File: src/rtl/pipe_hazard_ctrl.sv
// Pipeline sequencing: load-use, redirect, memory-busy and halt-drain control.
// Optional PIPE_HAZARD_PERF_EN adds saturating stall/flush event counters.
module pipe_hazard_ctrl #(
  parameter int LU_BUBBLES   = 1,
  parameter int DRAIN_CYCLES = 4
) (
  input  logic        clk,
  input  logic        rst,
  input  logic        idex_memRead,
  input  logic [2:0]  idex_writereg,
  input  logic        exmem_memRead,
  input  logic [2:0]  exmem_writereg,
  input  logic [2:0]  ifid_rs,
  input  logic [2:0]  ifid_rt,
  input  logic        ifid_rsValid,
  input  logic        ifid_rtValid,
  input  logic        ex_redirect,
  input  logic        id_halt,
  input  logic        imem_busy,
  input  logic        dmem_busy,
  output logic        pc_en,
  output logic        ifid_en,
  output logic        ifid_flush,
  output logic        idex_en,
  output logic        idex_flush,
  output logic        exmem_en,
  output logic        memwb_flush,
  output logic        halted,
`ifdef PIPE_HAZARD_PERF_EN
  output logic [15:0] lu_stall_cnt,
  output logic [15:0] mem_stall_cnt,
  output logic [15:0] flush_cnt,
`endif
  output logic        stalled
);

  typedef enum logic [2:0] {
    RUN,
    LUSTALL,
    MEMWAIT,
    DRAIN,
    HALTED
  } state_e;

  localparam bit         LU_MULTI = (LU_BUBBLES > 1);
  localparam logic [1:0] LU_LOAD  = 2'(LU_BUBBLES - 1);
  localparam logic [2:0] DRN_LAST = 3'(DRAIN_CYCLES - 1);

  state_e     state_q, state_d;
  state_e     ret_q, ret_d;
  state_e     eff;
  logic [1:0] bub_q, bub_d;
  logic [2:0] drn_q, drn_d;

  logic hit_ex, hit_mem, lu_hit;

  assign hit_ex = idex_memRead &
    ((ifid_rsValid & (ifid_rs == idex_writereg)) |
     (ifid_rtValid & (ifid_rt == idex_writereg)));

  assign hit_mem = exmem_memRead &
    ((ifid_rsValid & (ifid_rs == exmem_writereg)) |
     (ifid_rtValid & (ifid_rt == exmem_writereg)));

  assign lu_hit = hit_ex | (LU_MULTI & hit_mem);

  // While frozen, behave as the state that was interrupted
  assign eff = (state_q == MEMWAIT) ? ret_q : state_q;

  always_comb begin
    pc_en       = 1'b1;
    ifid_en     = 1'b1;
    ifid_flush  = 1'b0;
    idex_en     = 1'b1;
    idex_flush  = 1'b0;
    exmem_en    = 1'b1;
    memwb_flush = 1'b0;
    halted      = 1'b0;
    stalled     = 1'b0;
    state_d     = state_q;
    ret_d       = ret_q;
    bub_d       = bub_q;
    drn_d       = drn_q;
    if (state_q == HALTED) begin
      pc_en    = 1'b0;
      ifid_en  = 1'b0;
      idex_en  = 1'b0;
      exmem_en = 1'b0;
      halted   = 1'b1;
    end else if (dmem_busy) begin
      pc_en       = 1'b0;
      ifid_en     = 1'b0;
      idex_en     = 1'b0;
      exmem_en    = 1'b0;
      memwb_flush = 1'b1;
      stalled     = 1'b1;
      state_d     = MEMWAIT;
      ret_d       = eff;
    end else begin
      state_d = eff;
      unique case (eff)
        RUN, LUSTALL: begin
          if (ex_redirect) begin
            ifid_flush = 1'b1;
            idex_flush = 1'b1;
            state_d    = RUN;
            bub_d      = '0;
          end else if (eff == LUSTALL) begin
            pc_en      = 1'b0;
            ifid_en    = 1'b0;
            idex_flush = 1'b1;
            stalled    = 1'b1;
            bub_d      = bub_q - 2'd1;
            if (bub_q == 2'd1) state_d = RUN;
          end else if (lu_hit) begin
            pc_en      = 1'b0;
            ifid_en    = 1'b0;
            idex_flush = 1'b1;
            stalled    = 1'b1;
            if (LU_MULTI) begin
              bub_d   = LU_LOAD;
              state_d = LUSTALL;
            end
          end else if (imem_busy) begin
            pc_en      = 1'b0;
            ifid_en    = 1'b0;
            idex_flush = 1'b1;
            stalled    = 1'b1;
          end else if (id_halt) begin
            state_d = DRAIN;
            drn_d   = '0;
          end
        end
        DRAIN: begin
          // An older branch resolving here means the halt was wrong-path
          if (ex_redirect) begin
            ifid_flush = 1'b1;
            idex_flush = 1'b1;
            state_d    = RUN;
            drn_d      = '0;
          end else begin
            pc_en      = 1'b0;
            ifid_flush = 1'b1;
            drn_d      = drn_q + 3'd1;
            if (drn_q == DRN_LAST) begin
              state_d = HALTED;
              drn_d   = '0;
            end
          end
        end
        default: begin
          state_d = RUN;
        end
      endcase
    end
  end

  always_ff @(posedge clk) begin
    if (rst) begin
      state_q <= RUN;
      ret_q   <= RUN;
      bub_q   <= '0;
      drn_q   <= '0;
    end else begin
      state_q <= state_d;
      ret_q   <= ret_d;
      bub_q   <= bub_d;
      drn_q   <= drn_d;
    end
  end

`ifdef PIPE_HAZARD_PERF_EN
  logic        lu_src;
  logic        ev_lu, ev_mem, ev_fl;
  logic [15:0] lu_q, mem_q, fl_q;

  // Load-use and imem stalls drive identical strobes; split by cause
  assign lu_src = lu_hit | (eff == LUSTALL);
  assign ev_lu  = stalled & idex_flush & lu_src;
  assign ev_mem = memwb_flush |
                  (stalled & idex_flush & ~lu_src);
  assign ev_fl  = ifid_flush & idex_flush;

  always_ff @(posedge clk) begin
    if (rst) begin
      lu_q  <= '0;
      mem_q <= '0;
      fl_q  <= '0;
    end else begin
      if (ev_lu && lu_q != 16'hFFFF)
        lu_q <= lu_q + 16'd1;
      if (ev_mem && mem_q != 16'hFFFF)
        mem_q <= mem_q + 16'd1;
      if (ev_fl && fl_q != 16'hFFFF)
        fl_q <= fl_q + 16'd1;
    end
  end

  assign lu_stall_cnt  = lu_q;
  assign mem_stall_cnt = mem_q;
  assign flush_cnt     = fl_q;
`endif

endmodule

File: config.mk
export PLATFORM = sky130hd
export DESIGN_NAME = pipe_hazard_ctrl
export DESIGN_NICKNAME = d
export VERILOG_FILES = /design/src/rtl/pipe_hazard_ctrl.sv
export SDC_FILE = /design/constraint.sdc
export NUM_CORES = 1
export LEC_CHECK = 0
export ABC_AREA = 1
export BUFFER_PORTS_ARGS = -buffer_cell sky130_fd_sc_hd__buf_2
export CAP_MARGIN = 20
export CELL_PAD_IN_SITES_DETAIL_PLACEMENT = 1
export CELL_PAD_IN_SITES_GLOBAL_PLACEMENT = 2
export CORE_ASPECT_RATIO = 1.75
export CORE_MARGIN = 1
export CORE_UTILIZATION = 22
export CTS_CLUSTER_DIAMETER = 120
export CTS_CLUSTER_SIZE = 28
export DETAILED_ROUTE_END_ITERATION = 12
export HOLD_SLACK_MARGIN = 0.05
export PLACE_DENSITY_LB_ADDON = 0.1
export SETUP_SLACK_MARGIN = 0.05
export SLEW_MARGIN = 20
export SYNTH_ARGS = -nofsm -noshare
export SYNTH_HDL_FRONTEND = slang
export SYNTH_SLANG_ARGS = --single-unit
File: constraint.sdc
create_clock -name clk -period 1.3 [get_ports clk]
set_input_delay 0.13 -clock clk [delete_from_list [all_inputs] [get_ports clk]]
set_output_delay 0.13 -clock clk [all_outputs]
set_load 0.1 [all_outputs]
==> impl_metrics.yaml <==
sta:
  hold-worst-slack_ns: 0.0990
  fin_crit_sh_pct: 141
  timing_max_transition_violations_final: 0
  transition_time_at_the_pin_with_the_least_slew_margin_ns: 0.406
  slew-limit-headroom_pct: 72.9
  grt_setup_unrepaired: "true"
  final_period_minus_worst_setup_slack_ns: 1.83
  report.final.hold_viol_count: 0
  final.setup.worst_slack_ns: -0.527
  maximum_achievable_frequency_mhz: 547
  setup_viol_count_final: 19
  timing.clock.skew_ns: 0.00475
global_route:
  grt_first_pass_wirelength_mm: 5.73
  grt_pass1_vias: 1260
  largest_net_degree_at_the_start_of_global_routing: 10
  globalRoute.totalOverflow: 0
  gr-usage-all-layers_pct: 17.9
  grt_antenna_before_repair: 0
synthesis:
  ys_types: 27
  yosysSeqAreaShare_pct: 23.5
  synth_fp_nets: 172
  synthTopCellsByArea: "sky130_fd_sc_hd__dfxtp_1, sky130_fd_sc_hd__nand2_1, sky130_fd_sc_hd__inv_1, sky130_fd_sc_hd__nor2_1, sky130_fd_sc_hd__a21oi_1"
  post_synth.cell_area_avg_sq_um: 6.32
  synth_top_area_share_pct: 23.5
  post_synth_instance_area_sq_um: 936
  synth.largest_area_cell: "sky130_fd_sc_hd__dfxtp_1"
  synth-warning-count: 0
  ys_ff_latch: 11
  gate_count_post_synth: 148
floorplanning:
  initial_core_util_pct: 22.8
  fp.dieArea_sq_mm: 0.00453
  die_width_um: 51.3
  floorplan.rows: 31
  dieHeight_um: 88.3
  io-pin-count: 31
  core_area_sq_mm: 0.00411
placed_design:
  detail_placement_hpwl_mm: 2.99
  gp_congestion: 0.820
  buffer_ports.inserted: 26
  placed_cell_area_sq_mm: 0.00151
cts:
  clock_sinks: 11
  cts-root-to-sink-buffers: 2
  clk-insertion-delay-late_ns: 0.26
  tritoncts: "built"
  clk_pin_slew_worst_paths_ns: 0.05
  numCtsBuffers: 3
  ctsRootBufferMaster: "sky130_fd_sc_hd__clkbuf_8"
  cts_hold_buffers: 0
  htreeDepth: 1
layout:
  flow.area_growth_from_synthesis_pct: 86.5
  layout.core_utilization_pct: 42.5
  antennaDiodeCount: 0
  fin_nets: 236
  design_area_sq_mm: 0.00175
  layout-drive-gt1-share_pct: 51.7
setup_path:
  cp_top_family: "compound AO/OA/AOI/OAI gates"
  path_buf_inv: 3
  crit_fanout: 5
  worst_setup_end_kind: "output port"
  launch_point_of_the_worst_reg_to_reg_path: "state_q[0]"
  path_common_cell: "sky130_fd_sc_hd__nor2_4"
  setup_crit_path_kind: "flop to output port"
  critical_path.reg2reg.endpoint: "state_q[1]"
  setup.reg_to_reg.worst_slack_ns: -0.35
  timing.critical_path.cells: "nor2_4 -> buf_4 -> a21boi_4 -> nor2_4 -> nor2_4 -> inv_2 -> a31oi_4 -> buf_12"
  timing.critical_path.slowest_cell_delay_ns: 0.38
  timing.critical_path.arrival_ns: 1.70
  worst-endpoint-required_ns: 1.17
  cp_slowest_cell: "sky130_fd_sc_hd__dfxtp_4"
  worstRegToRegCells: 11
  startpoint_type: "flop"
outcome:
  violations_in_the_final_reports: "negative setup slack"
  outcome: "finished, violations left"
detailed_routing:
  detail-route-antenna-nets: 0
  drt_pre_antenna_iters: 4
  drt-initial-drc-count: 17
  wire_per_inst_um: 14.0
  vias: 1168
  finalWirelength_mm: 3.63
  drc: 0
  route.detailed.vias_per_inst: 4.49
hold_path:
  hold-path-endpoint: "bub_q[1]"
  worstHoldPathCells: 2
  worst_min_path_class: "primary input to flop"
  hold_path_startpoint: "rst"
power_and_ir_drop:
  finalPower_w: 0.00135
  p_per_cell_area_mw_per_mm2: 771
  total_leakage_power_nw: 0.860
  power.ir.vdd_worst_v: 0.000423
run:
  cap_viol_max_count: 0
-- cell usage in the layout, fill, tap and decap left out, types with 5 or more instances in the layout --
cell                       n
sky130_fd_sc_hd__inv_1    20
sky130_fd_sc_hd__dfxtp_1   7
sky130_fd_sc_hd__buf_6     8
sky130_fd_sc_hd__a21oi_1   5
sky130_fd_sc_hd__buf_4    25
sky130_fd_sc_hd__nor2_4   11
sky130_fd_sc_hd__nand2_1  33
sky130_fd_sc_hd__buf_12   10
sky130_fd_sc_hd__buf_2    17
sky130_fd_sc_hd__nand3_1   6
sky130_fd_sc_hd__nor2_1   16
-- cell type report --
type                       count  area [sq um]
tap                           49          61.3
fill                         546          2370
inverter                      26           103
sequential                    11           230
timing repair buffer          60           563
clock buffer                   4          45.0
multi-input combinational    110           743
-- power breakdown --
group,leakage [nW],internal (W),switching [W]
clock,0.0228,0.000218,0.000167
combinational,0.745,0.000240,0.000351
sequential,0.0922,0.000353,0.0000168
-- registers in the layout, indices dropped and copies added, names as in the netlist --
name     flops
ret_q        3
state_q      3
drn_q        3
bub_q        2
-- Yosys cell counts --
cell	instances
sky130_fd_sc_hd__nor2_2	7
sky130_fd_sc_hd__nor3_2	2
sky130_fd_sc_hd__nand2_1	35
sky130_fd_sc_hd__nand4_1	3
sky130_fd_sc_hd__a21boi_4	1
sky130_fd_sc_hd__nor2_4	3
sky130_fd_sc_hd__nand3_2	2
sky130_fd_sc_hd__a21oi_1	9
sky130_fd_sc_hd__inv_2	3
sky130_fd_sc_hd__nand3b_1	1
sky130_fd_sc_hd__inv_1	22
sky130_fd_sc_hd__nand2_4	2
sky130_fd_sc_hd__o21ai_1	1
sky130_fd_sc_hd__buf_4	1
sky130_fd_sc_hd__nand3_1	8
sky130_fd_sc_hd__dfxtp_1	11
sky130_fd_sc_hd__o21ai_0	4
sky130_fd_sc_hd__o211a_1	1
sky130_fd_sc_hd__a21oi_2	2
sky130_fd_sc_hd__nand2_2	3
sky130_fd_sc_hd__nor2_1	19
sky130_fd_sc_hd__o22ai_1	1
sky130_fd_sc_hd__inv_4	1
sky130_fd_sc_hd__a211oi_1	1
sky130_fd_sc_hd__a31oi_1	2
sky130_fd_sc_hd__ha_1	2
sky130_fd_sc_hd__o211ai_2	1
-- worst max path at each step --
stage	slack (ns)	start	endpoint	depth (start not counted)
6_report	-0.53	state_q[0]	pc_en	8
4_1_cts	-0.53	state_q[2]	stalled	9
2_1_floorplan	-1.04	state_q[2]	ret_q[0]	5
3_3_place_gp	-0.32	state_q[0]	stalled	9
5_1_grt	-0.58	state_q[0]	stalled	9
3_5_place_dp	-0.38	state_q[0]	stalled	9
-- kinds of logic (layout without fill, tap and decap cells) --
family                     count (synthesis)  after routing  synth area share [%]
buffers and inverters                     27             90                  11.5
AOI/OAI and AO/OA                         23             23                  16.6
DFF                                       11             11                  23.5
and+or+nand+nor                           85             85                  45.7
adders and majority gates                  2              2                  2.67
-- stage by stage --
stage	setup TNS, ns	std cells	setup slack, ns
2_1_floorplan	-13.43	148	-1.04
3_3_place_gp	-2.51	245	-0.316
3_5_place_dp	-3.10	245	-0.380
4_1_cts	-5.28	256	-0.532
5_1_grt	-7.37	260	-0.585
6_report	-5.86	260	-0.527
-- per-layer routing --
layer  up-vias  global-route usage (%)  wire (um)
li1        598                       -          -
met1       547                    14.2       1170
met2        18                    39.2       2310
met3         5                    2.23         75
met4         0                    8.85         65
met5         -                       0          0
-- worst reg2reg max path, delay by kind of cell, from the launching register on --
family | cells | cell delay, ns
and+or+nand+nor | 6 | 0.48
DFF | 1 | 0.38
AOI/OAI and AO/OA | 2 | 0.36
buffers and inverters | 3 | 0.35
-- repair_timing --
item | in CTS | in global routing
pin swaps | 8 | 10
setup buffers | 7 | 4
gates resized for setup | 27 | 5
endpoints found under the setup margin | 20 | 20
No activity file was read; power rests on OpenSTA's default activity.
